`src/rtl/replica_pkg.sv`:
```
// Shared types for the replica engine: chain word type and readout controller types.
package replica_pkg;

    localparam int unsigned TOTAL_W = 32;
    typedef logic [TOTAL_W-1:0] total_data_t;

    localparam int unsigned RD_FIFO_DEPTH_DEFAULT = 4;

    typedef enum logic [1:0] {
        IDLE,
        WAIT_RUN,
        SHIFT,
        DRAIN
    } readout_state_t;

endpackage

```
`src/rtl/rd_fifo.sv`:
```
// First-word-fall-through buffer with synchronous flush; push accepted when full if a pop frees the slot.
module rd_fifo #(
    parameter int unsigned width = 8,
    parameter int unsigned depth = 4
) (
    input  logic             clk,
    input  logic             reset,
    input  logic             flush,
    input  logic             push,
    input  logic [width-1:0] din,
    input  logic             pop,
    output logic [width-1:0] dout,
    output logic             full,
    output logic             empty
);

    localparam int unsigned AW = $clog2(depth);

    logic [width-1:0] mem [depth];
    logic [AW:0]      wr_ptr;
    logic [AW:0]      rd_ptr;
    logic             do_push;
    logic             do_pop;

    always_comb begin
        empty   = (wr_ptr == rd_ptr);
        full    = (wr_ptr[AW] != rd_ptr[AW]) && (wr_ptr[AW-1:0] == rd_ptr[AW-1:0]);
        do_pop  = pop && !empty;
        do_push = push && (!full || do_pop);
        dout    = mem[rd_ptr[AW-1:0]];
    end

    always_ff @(posedge clk or posedge reset) begin
        if (reset) begin
            wr_ptr <= '0;
            rd_ptr <= '0;
        end else if (flush) begin
            wr_ptr <= '0;
            rd_ptr <= '0;
        end else begin
            if (do_push) wr_ptr <= wr_ptr + (AW+1)'(1);
            if (do_pop)  rd_ptr <= rd_ptr + (AW+1)'(1);
        end
    end

    always_ff @(posedge clk) begin
        if (do_push && !flush) mem[wr_ptr[AW-1:0]] <= din;
    end

endmodule

```
`src/rtl/replica_readout_ctrl.sv`:
```
// Non-destructive snapshot readout of the distance chains: rotates the chains by a full
// period, streaming each tail word through an output buffer.
module replica_readout_ctrl
    import replica_pkg::*;
#(
    parameter int unsigned replica_num = 32,
    parameter int unsigned fifo_depth  = RD_FIFO_DEPTH_DEFAULT
) (
    input  logic        clk,
    input  logic        reset,
    input  logic        start,
    input  logic        abort,
    input  logic        running,
    input  total_data_t distance_rdata,
    output logic        distance_shift,
    output total_data_t distance_wdata,
    output logic        m_valid,
    input  logic        m_ready,
    output total_data_t m_data,
    output logic        m_last,
    output logic        busy,
    output logic        done
);

    localparam int unsigned WORDS = 2 * replica_num;
    localparam int unsigned CW    = (WORDS > 1) ? $clog2(WORDS) : 1;
    localparam logic [CW-1:0] LAST_IDX = CW'(WORDS - 1);

    readout_state_t state, state_next;
    logic [CW-1:0]  cnt, cnt_next;

    logic             fifo_full;
    logic             fifo_empty;
    logic             fifo_pop;
    logic             fifo_flush;
    logic [TOTAL_W:0] fifo_din;
    logic [TOTAL_W:0] fifo_dout;
    logic             shift_ok;

    rd_fifo #(
        .width(TOTAL_W + 1),
        .depth(fifo_depth)
    ) u_fifo (
        .clk  (clk),
        .reset(reset),
        .flush(fifo_flush),
        .push (shift_ok),
        .din  (fifo_din),
        .pop  (fifo_pop),
        .dout (fifo_dout),
        .full (fifo_full),
        .empty(fifo_empty)
    );

    always_ff @(posedge clk or posedge reset) begin
        if (reset) begin
            state <= IDLE;
            cnt   <= '0;
        end else begin
            state <= state_next;
            cnt   <= cnt_next;
        end
    end

    always_comb begin
        state_next = state;
        cnt_next   = cnt;
        done       = 1'b0;
        fifo_pop   = !fifo_empty && m_ready;
        fifo_flush = abort && (state != IDLE);
        // a pop in the same cycle frees the slot the shifted word lands in
        shift_ok   = (state == SHIFT) && !running && !abort && (!fifo_full || fifo_pop);
        fifo_din   = {cnt == LAST_IDX, distance_rdata};

        case (state)
            IDLE: begin
                if (start && !abort) begin
                    state_next = WAIT_RUN;
                    cnt_next   = '0;
                end
            end
            WAIT_RUN: begin
                if (!running) state_next = SHIFT;
            end
            SHIFT: begin
                if (shift_ok) begin
                    if (cnt == LAST_IDX) state_next = DRAIN;
                    else                 cnt_next   = cnt + CW'(1);
                end
            end
            DRAIN: begin
                if (fifo_pop && fifo_dout[TOTAL_W]) begin
                    state_next = IDLE;
                    done       = 1'b1;
                end
            end
            default: state_next = IDLE;
        endcase

        if (fifo_flush) begin
            state_next = IDLE;
            cnt_next   = '0;
            done       = 1'b0;
        end
    end

    always_comb begin
        distance_shift = shift_ok;
        distance_wdata = shift_ok ? distance_rdata : '0;
        m_valid        = !fifo_empty;
        m_data         = fifo_dout[TOTAL_W-1:0];
        m_last         = !fifo_empty && fifo_dout[TOTAL_W];
        busy           = (state != IDLE);
    end

endmodule

```
`config.mk`:
```
export PLATFORM = sky130hd
export DESIGN_NAME = replica_readout_ctrl
export DESIGN_NICKNAME = d
export VERILOG_FILES = /design/src/rtl/replica_pkg.sv /design/src/rtl/rd_fifo.sv /design/src/rtl/replica_readout_ctrl.sv
export SDC_FILE = /design/constraint.sdc
export NUM_CORES = 1
export LEC_CHECK = 0
export ABC_AREA = 1
export CAP_MARGIN = 30
export CELL_PAD_IN_SITES_DETAIL_PLACEMENT = 1
export CELL_PAD_IN_SITES_GLOBAL_PLACEMENT = 2
export CORE_MARGIN = 1
export CORE_UTILIZATION = 34
export DETAILED_ROUTE_END_ITERATION = 16
export PLACE_DENSITY = 0.9
export SLEW_MARGIN = 20
export SYNTH_ARGS = -nofsm -noshare
export SYNTH_HDL_FRONTEND = slang
export SYNTH_SLANG_ARGS = --single-unit
```
`constraint.sdc`:
```
create_clock -name clk -period 3.9 [get_ports clk]
set_input_delay 0.78 -clock clk [delete_from_list [all_inputs] [get_ports clk]]
set_output_delay 0.78 -clock clk [all_outputs]
set_load 0.02 [all_outputs]
```
==> flow_summary.ini, run 1 <==
[worst_setup_path]
reg2reg_depth = 9
critPathKind = reg -> out
setup.worst_path.start = u_fifo.rd_ptr[0]
worstPathRequired_ps = 3120
timing.rr.end = u_fifo.mem[2][16]
ff2ff_setup_slack_ps = 1130
cp_max_fo = 69
cp.arrival_ps = 2900
start_kind = register
rr_startpoint = u_fifo.rd_ptr[0]
end_kind = primary output

[timing]
fmax_mhz = 271.4
rsz0062_at_grt = no
period_minus_slack_ps = 3685
clock_skew_ps = 11.47
drv_slew = 0
finalSetupViolCount = 0
worstMarginPinSlew_ps = 734.6
timing.final.crit_share = 0.9448
max-slew-margin-rel = 0.5103
tns_ps = 0
hold_viol_final = 0

[power_and_ir_drop]
ir_worst_vdd_v = 0.0003260
p_switching_mw = 1.867
combPwrFrac = 0.378
seq_power_share = 0.345
powerDensity_mw_per_mm2 = 653.4
p_leak_nw = 2.983
finalPower_mw = 5.271
swShare = 0.3543
pwr-share-clk = 0.277
p_int_mw = 3.404

[worst_hold_path]
hp-class = reg -> reg
hold_depth = 1
holdPathEnd = u_fifo.wr_ptr[2]
holdCritStartpoint = u_fifo.wr_ptr[2]

[die]
ios = 107
fp.dieArea_mm2 = 0.01866
start_util = 0.3524
core_mm2 = 0.01748
rows = 48
die_h_um = 136.6
die_w_um = 136.6

[synthesis]
yosysSeqAreaShare = 0.7005
syn_nets = 587
synth_seq_cells = 146
synth_top_area_share = 0.6436
synthDistinctLibCells = 25
syn_inst = 538
synth_area_mm2 = 0.006158
synth_top_cell_by_area = edfxtp_1
avgSynthCellArea_um2 = 11.45
ys_warn_count = 0
ys_top_cells_by_area = edfxtp_1 64%, nor2_1 6.8%, o21ai_0 6.3%, dfrtp_1 5.7%, inv_1 3.6%

[layout]
layout.nets = 697
layout_commonest_cell = edfxtp_1
layout_common_cells = 132 x edfxtp_1, 107 x nor2_1, 106 x clkdlybuf4s50_1, 78 x o21ai_0, 59 x inv_1
final_util = 0.4616
drive_gt1_frac = 0.07413
area_growth_pct = 31.00
diodes = 0

[global_routing]
grt_pass1_vias = 4664
antenna_found_initial = 0
grt_pass1_wl_um = 23830
grt_max_degree = 70
grtUsageTotal = 0.1724
grt_overflow_total = 0

[drt]
dr.pass1.iters = 4
via_per_inst = 4.926
wl_met3_um = 598
wire_per_inst_um = 17.26
maxUsedRoutingLayer = met4
wl_met1_um = 6545
wirelength_um = 15290
dr_wl_met2_um = 7913
vias = 4364
antenna_left = 0
drc = 0
drt_iter0_markers = 215

[clock_network]
numCtsBuffers = 17
post_cts_resized = 0
cts_tree = done
clockRootBuffer = clkbuf_16
clock_latency_ps = 420
clock_path_buffers = 2
postCtsSetupBuffers = 0
cts_hold_buf = 0
htreeDepth = 4
cts_sinks = 146
clk_pin_slew_ps = 60

[place]
portBuffers = 106
gp_congestion = 0.7179
hpwlAfterDp_um = 9682

[outcome]
status = finished clean

[job]
maxCapViolations = 0
==> cell usage after synthesis, drive strengths merged <==
| library cell | instances |
|---|---|
| dfrtp | 14 |
| o21a | 2 |
| buf | 12 |
| ha | 11 |
| nor3 | 2 |
| nand4 | 1 |
| xor2 | 1 |
| o21ai | 79 |
| nand2 | 46 |
| edfxtp | 132 |
| o22ai | 32 |
| or2 | 1 |
| a21oi | 5 |
| xnor2 | 1 |
| nor2 | 112 |
| nand3 | 11 |
| clkbuf | 14 |
| a31o | 1 |
| inv | 61 |
==> power by group through the flow <==
stage	Clock, mW	Combinational, mW	Sequential, mW
after global routing	1.55	2.17	1.83
after CTS	1.49	2.03	1.82
final	1.46	1.99	1.82
after detailed placement	0	2.02	1.85
after global placement	0	1.95	1.85
after floorplan	0	1.16	1.85
==> cell type report <==
cell class / instances / area, um^2
clock buffer: 19 / 432.9
clock inverter: 13 / 95.09
fill: 1890 / 9409
inverter: 61 / 229.0
multi-input combinational: 305 / 1520
sequential: 146 / 4315
tap: 225 / 281.5
timing repair buffer: 117 / 1194
==> critical path, stage by stage (launching register included) <==
cell	delay, ps
dfrtp_2	360
buf_4	580
nand2_1	140
nand2_1	90
nor2_1	50
nand2_1	60
nand2_2	200
buf_12	250
nor2_1	120
clkdlybuf4s50_1	630
==> cell families (layout without fill, tap and decap cells) <==
kind of cell | count (synthesis) | count (layout) | share of synthesized area
adder cells (fa/ha/maj) | 11 | 11 | 0.02235
AND/OR/NAND/NOR | 173 | 173 | 0.1117
buffers and inverters | 87 | 210 | 0.05790
XOR/XNOR | 2 | 2 | 0.002845
AO/OA/AOI/OAI | 119 | 119 | 0.1046
flip-flops | 146 | 146 | 0.7005
==> per-layer routing <==
layer  track usage  vias up
met3       0.03926       18
met1        0.2008     2171
met4       0.06543        0
li1              -     2073
met2        0.3071      102
met5             0        -
==> registers in the layout, indices dropped and copies added, names as in the netlist <==
signal and count:
u_fifo.mem 132, cnt 6, u_fifo.rd_ptr 3, state 2, u_fifo.wr_ptr 3
==> metrics by stage <==
stage          setup WS (ps)  hold WS, ps  std cells  cell area (um^2)
2_1_floorplan          851.3        453.0        538              6158
3_3_place_gp           356.0        467.3        854              7540
3_5_place_dp           295.5        494.3        854              7540
4_1_cts                156.1        501.6        886              8068
5_1_grt                19.42        528.4        886              8068
6_report               215.2        499.8        886              8068
==> how the worst max path moves through the flow <==
stage	endpoint	slack, ps
global route	distance_wdata[31]	20
finish	distance_wdata[21]	220
global placement	distance_wdata[18]	360
floorplan	u_fifo.mem[0][0]	850
CTS	distance_wdata[21]	160
detailed placement	distance_wdata[21]	300
Note: power is estimated with default switching activity, not from simulation.
==> inputs of run 2 (changes only) <==
--- a/config.mk
+++ b/config.mk
@@ -5,14 +5,14 @@
 export SDC_FILE = /design/constraint.sdc
 export NUM_CORES = 1
 export LEC_CHECK = 0
-export ABC_AREA = 1
+export ABC_AREA = 0
 export CAP_MARGIN = 30
 export CELL_PAD_IN_SITES_DETAIL_PLACEMENT = 1
 export CELL_PAD_IN_SITES_GLOBAL_PLACEMENT = 2
 export CORE_MARGIN = 1
-export CORE_UTILIZATION = 34
+export CORE_UTILIZATION = 38
 export DETAILED_ROUTE_END_ITERATION = 16
-export PLACE_DENSITY = 0.9
+export PLACE_DENSITY = 0.91
 export SLEW_MARGIN = 20
 export SYNTH_ARGS = -nofsm -noshare
 export SYNTH_HDL_FRONTEND = slang
==> run 2 against run 1 <==
Routed wire length shrank 17%; non-clock buffer count shrank 2; register-to-register slack gained 70 ps; synthesized cell count shrank 39%; power shrank 1.1%; fmax shrank 0.76%; core utilization grew 6.0 points; flip-flop and latch count is the same; synthesized area shrank 2.2%; highest routed layer unchanged; die area shrank 12%; critical path type unchanged; global-route usage shrank 0.20 points.
==> flow_summary.ini, run 2 <==
[synthesis]
yosys-top-cells-count = 132 x edfxtp_1, 38 x and2_1, 33 x mux4_2, 14 x dfrtp_1, 12 x inv_1
synth_ff_type = edfxtp_1
synthDistinctLibCells = 39
ys_top_cells_by_area = edfxtp_1 66%, mux4_2 12%, dfrtp_1 5.8%, and2_1 3.9%, ha_1 2.3%
syn_nets = 376
yosysSeqAreaShare = 0.7165
ys_warn_count = 0
syn_inst = 327
synth_area_mm2 = 0.006021
ys_async_sr_fraction = 0.09589
synth_top_cell_by_area = edfxtp_1
yosysMostFrequentCell = edfxtp_1
avgSynthCellArea_um2 = 18.41
synth_seq_cells = 146
synth_enable_flop_cells = 132
synth_top_area_share = 0.6584

[global_routing]
grtUsageTotal = 0.1704
grt_pass1_vias = 3648
grt_pass1_wl_um = 20170
antenna_found_initial = 0
grt_max_degree = 38
grt_overflow_total = 0

[timing]
fmax_mhz = 269.3
max-slew-margin-rel = 0.5262
tns_ps = 0
period_minus_slack_ps = 3713
drv_slew = 0
clock_skew_ps = 6.878
worstMarginPinSlew_ps = 703.2
timing.final.crit_share = 0.9521
hold_viol_final = 0
rsz0062_at_grt = no
finalSetupViolCount = 0

[power_and_ir_drop]
combPwrFrac = 0.331
p_switching_mw = 1.585
p_leak_nw = 2.697
seq_power_share = 0.359
powerDensity_mw_per_mm2 = 652.8
ir_worst_vdd_v = 0.0003602
pwr-share-clk = 0.310
swShare = 0.3039
p_int_mw = 3.630

[place]
hpwlAfterDp_um = 8009
dp_cells = 639
gp_congestion = 0.7762
portBuffers = 106

[die]
fp.dieArea_mm2 = 0.01635
ios = 107
start_util = 0.3931
die_w_um = 127.9
die_h_um = 127.9
core_mm2 = 0.01531
rows = 45

[worst_hold_path]
holdCritStartpoint = cnt[5]
hp-class = reg -> reg

[layout]
stdcell_count = 671
largest_reg_flops = 132
layout_commonest_cell = edfxtp_1
diodes = 0
drive_gt1_frac = 0.1783
layout_common_cells = 132 x edfxtp_1, 106 x clkdlybuf4s50_1, 34 x and2_1, 33 x mux4_2, 17 x clkbuf_16
layout.nets = 496
area_growth_pct = 32.67

[worst_setup_path]
end_kind = primary output
ff2ff_setup_slack_ps = 1200
critPathKind = reg -> out
rr_startpoint = state[0]
setup.worst_path.start = state[0]
critPathTopFamily = buffers and inverters
critPathSlowestCell = clkdlybuf4s50_1
cp_cell_sequence = inv_1 -> ha_1 -> or3b_1 -> a41oi_4 -> buf_4 -> and2_1 -> clkdlybuf4s50_1
critPathBufInv = 3
start_kind = register
cp_max_fo = 11
cp.arrival_ps = 2930
max_stage_delay_ps = 600
worstPathRequired_ps = 3120

[job]
maxCapViolations = 0

[clock_network]
clock_path_buffers = 2
clock_latency_ps = 410
numCtsBuffers = 17
postCtsSetupBuffers = 0
cts_tree = done
htreeDepth = 4
clk_pin_slew_ps = 60
clockRootBuffer = clkbuf_16
cts_hold_buf = 0
post_cts_resized = 0
cts_sinks = 146

[drt]
drc = 0
drt_iter0_markers = 124
dr.pass1.iters = 4
antenna_left = 0
via_per_inst = 4.984
wire_per_inst_um = 19.02
vias = 3344
wirelength_um = 12760

[outcome]
status = finished clean
==> run 2: cells by family (layout without fill, tap and decap cells) <==
family / after synthesis / in the layout / share of synthesized area
AND/OR/NAND/NOR: 71 / 71 / 0.06692
adder cells (fa/ha/maj): 11 / 11 / 0.02286
multiplexers: 36 / 36 / 0.1286
buffers and inverters: 26 / 159 / 0.01912
flip-flops: 146 / 146 / 0.7165
XOR/XNOR: 8 / 8 / 0.01164
AO/OA/AOI/OAI: 29 / 29 / 0.03429
==> run 2: worst paths after layout <==
| path | to | cells past startpoint |
|---|---|---|
| max | distance_wdata[22] | 7 |
| min | cnt[5] | 1 |
| max reg2reg | u_fifo.mem[0][6] | 7 |
| min reg2reg | cnt[5] | 1 |
| max in group asynchronous | u_fifo.rd_ptr[1] | 2 |
| min in group asynchronous | cnt[0] | 2 |
==> run 2: power groups by stage <==
| stage | registers (mW) | clock network (mW) | logic, mW |
|---|---|---|---|
| floorplan | 1.85 | 0 | 1.08 |
| global placement | 1.90 | 0 | 1.70 |
| detailed placement | 1.90 | 0 | 1.74 |
| CTS | 1.87 | 1.65 | 1.76 |
| global route | 1.88 | 1.71 | 1.86 |
| finish | 1.87 | 1.62 | 1.72 |
==> run 2: cell type report <==
cell class,instances,area (um^2)
clock buffer,19,432.9
clock inverter,13,160.2
fill,1466,7327
inverter,12,45.04
multi-input combinational,155,1615
sequential,146,4317
tap,211,264.0
timing repair buffer,115,1154
==> run 2: per-layer routing <==
layer  track usage  share of wire  vias up
met5             0              0        -
met2        0.2964           0.52       92
met1        0.1983           0.41     1716
li1              -              -     1524
met4       0.06436          0.010        0
met3       0.05175          0.054       12
==> run 2: stage by stage <==
stage	power (mW)	cell area [um^2]	hold WS, ps	util	setup WS [ps]
after floorplan	2.935	6021	449.6	-	1071
after global placement	3.597	7395	468.8	0.4828	226.8
after detailed placement	3.648	7395	475.9	0.4828	205.6
after CTS	5.286	7988	484.5	0.5216	152.6
after global routing	5.452	7988	499.4	0.5216	42.48
final	5.214	7988	490.6	0.5216	186.9
==> inputs of run 3 (changes only) <==
--- a/config.mk
+++ b/config.mk
@@ -12,7 +12,9 @@
 export CORE_MARGIN = 1
 export CORE_UTILIZATION = 38
 export DETAILED_ROUTE_END_ITERATION = 16
+export GPL_TIMING_DRIVEN = 0
 export PLACE_DENSITY = 0.91
+export REMOVE_ABC_BUFFERS = 1
 export SLEW_MARGIN = 20
 export SYNTH_ARGS = -nofsm -noshare
 export SYNTH_HDL_FRONTEND = slang
==> run 3 against run 2 <==
Routed wire length decreased by 1.9%; sequential power about the same; cell area increased by 2.2%; non-clock buffer count increased by 4; final cell count increased by 0.60%; fmax decreased by 0.75%; via count decreased by 0.66%; combinational power increased by 3%; die area unchanged; critical path type is now in -> out.
==> flow_summary.ini, run 3 (synthesis gave the netlist of run 2 again) <==
[clock_network]
cts_sinks = 146
clock_path_buffers = 2
clock_latency_ps = 420
clockRootBuffer = clkbuf_16
numCtsBuffers = 17
clk_pin_slew_ps = 60
cts_tree = done
htreeDepth = 4

[layout]
diodes = 0
largest_reg_flops = 132
multiInputGateArea_mm2 = 0.001618
drive_gt1_frac = 0.1918
final-seq-area_mm2 = 0.004319
layout_common_cells = 132 x edfxtp_1, 106 x clkdlybuf4s50_1, 34 x and2_1, 33 x mux4_2, 17 x clkbuf_16
layout_commonest_cell = edfxtp_1
layout.nets = 500
final_util = 0.5332
stdcell_area_mm2 = 0.008165
fill_cells = 1429
area_growth_pct = 35.62

[drt]
wirelength_um = 12520
wire_per_inst_um = 18.55
drc = 0
vias = 3322
drt_iter0_markers = 138
dr.pass1.iters = 4
via_per_inst = 4.921
antenna_left = 0

[worst_setup_path]
path_common_cell = clkdlybuf4s50_1
max_stage_delay_ps = 610
critPathKind = in -> out
cp_cell_sequence = clkdlybuf4s50_1 -> or3b_1 -> a41oi_4 -> buf_16 -> and2_1 -> clkdlybuf4s50_1
cp_max_fo = 24
worstPathRequired_ps = 3120
critPathSlowestCell = clkdlybuf4s50_1
end_kind = primary output
start_kind = input pin
cp.arrival_ps = 2960

[timing]
finalSetupViolCount = 0
worstMarginPinSlew_ps = 770.4
hold_viol_final = 0
max-slew-margin-rel = 0.4810
rsz0062_at_grt = no
timing.final.crit_share = 0.9593
period_minus_slack_ps = 3741
fmax_mhz = 267.3
drv_slew = 0
clock_skew_ps = 6.487

[global_routing]
grt_overflow_total = 0
grtUsageTotal = 0.1673
grt_max_degree = 30
antenna_found_initial = 0
grt_pass1_vias = 3656
grt_pass1_wl_um = 19900

[job]
maxCapViolations = 0

[power_and_ir_drop]
p_leak_nw = 2.770
p_switching_mw = 1.593
seq_power_share = 0.349
p_int_mw = 3.745
powerDensity_mw_per_mm2 = 653.8
swShare = 0.2984
pwr-share-clk = 0.319
combPwrFrac = 0.332
ir_worst_vdd_v = 0.0003655
finalPower_mw = 5.338

[place]
gp_congestion = 0.7202
placedInstanceArea_mm2 = 0.007475
portBuffers = 106
hpwlAfterDp_um = 8470

[die]
rows = 45
die_w_um = 127.9
ios = 107
core_mm2 = 0.01531
die_h_um = 127.9
start_util = 0.3931
fp.dieArea_mm2 = 0.01635

[worst_hold_path]
hp-class = reg -> reg

[outcome]
status = finished clean
-- run 3: cell count changes in the layout (fill, tap and decap cells not counted), sizes merged --
cell and change:
clkinv +1, clkbuf -2, inv +2, buf +4, bufinv +1, clkinvlp -2
-- run 3: worst max-delay path: cells and delay by family --
kind | cells | cell delay (ps)
and+or+nand+nor | 2 | 590
buffers and inverters | 3 | 1280
AOI/OAI and AO/OA | 1 | 300
-- run 3: cell type report --
| cell class | instances | area share |
|---|---|---|
| Sequential cell | 146 | 0.5290 |
| Multi-Input combinational cell | 155 | 0.1981 |
| Timing Repair Buffer | 119 | 0.1578 |
| Clock buffer | 17 | 0.05210 |
| Tap cell | 211 | 0.03233 |
| Clock inverter | 15 | 0.02513 |
| Inverter | 12 | 0.005516 |
-- run 3: through the flow --
stage               setup TNS [ps]  std cells  hold WS [ps]  setup slack [ps]
finish                           0        675         508.6             158.8
global placement           -480330        630         473.1             -2933
detailed placement           -3534        637         499.6            -178.0
floorplan                  -122800        313         449.6            -811.3
global route                     0        675         525.0             34.83
CTS                              0        671         507.8             88.88
-- run 3: path summary, 6_finish.rpt --
check,to,cells past startpoint,startpoint,slack [ps]
max,distance_wdata[9],6,abort,160
min reg2reg,cnt[5],1,cnt[5],510
max reg2reg,u_fifo.mem[3][30],8,state[0],1040
min,cnt[5],1,cnt[5],510
min in group asynchronous,cnt[1],2,reset,710
max in group asynchronous,u_fifo.rd_ptr[0],2,reset,2770
-- run 3: per-layer routing --
layer	track usage	vias to the layer above	wire (um)
li1	-	1537	-
met1	0.2006	1689	5286
met2	0.2868	86	6453
met3	0.05801	10	665
met4	0.04567	0	119
met5	0	-	0
-- run 3: timing repair --
| item | 4_1_cts | 5_1_grt |
|---|---|---|
| buffers inserted | 2 | 4 |
| resized for setup | 0 | 1 |
| setup endpoints to repair | 33 | 12 |
| hold buffers | 0 | 0 |
| hold endpoints to repair | 0 | 0 |
| cloned | 0 | 0 |
-- run 3: power groups by stage --
stage | registers (mW) | clock network (mW) | logic (mW)
6_report | 1.87 | 1.70 | 1.77
3_5_place_dp | 1.93 | 0 | 1.73
2_1_floorplan | 1.97 | 0 | 0.929
4_1_cts | 1.90 | 1.74 | 1.74
3_3_place_gp | 2.04 | 0 | 1.53
5_1_grt | 1.88 | 1.79 | 1.91
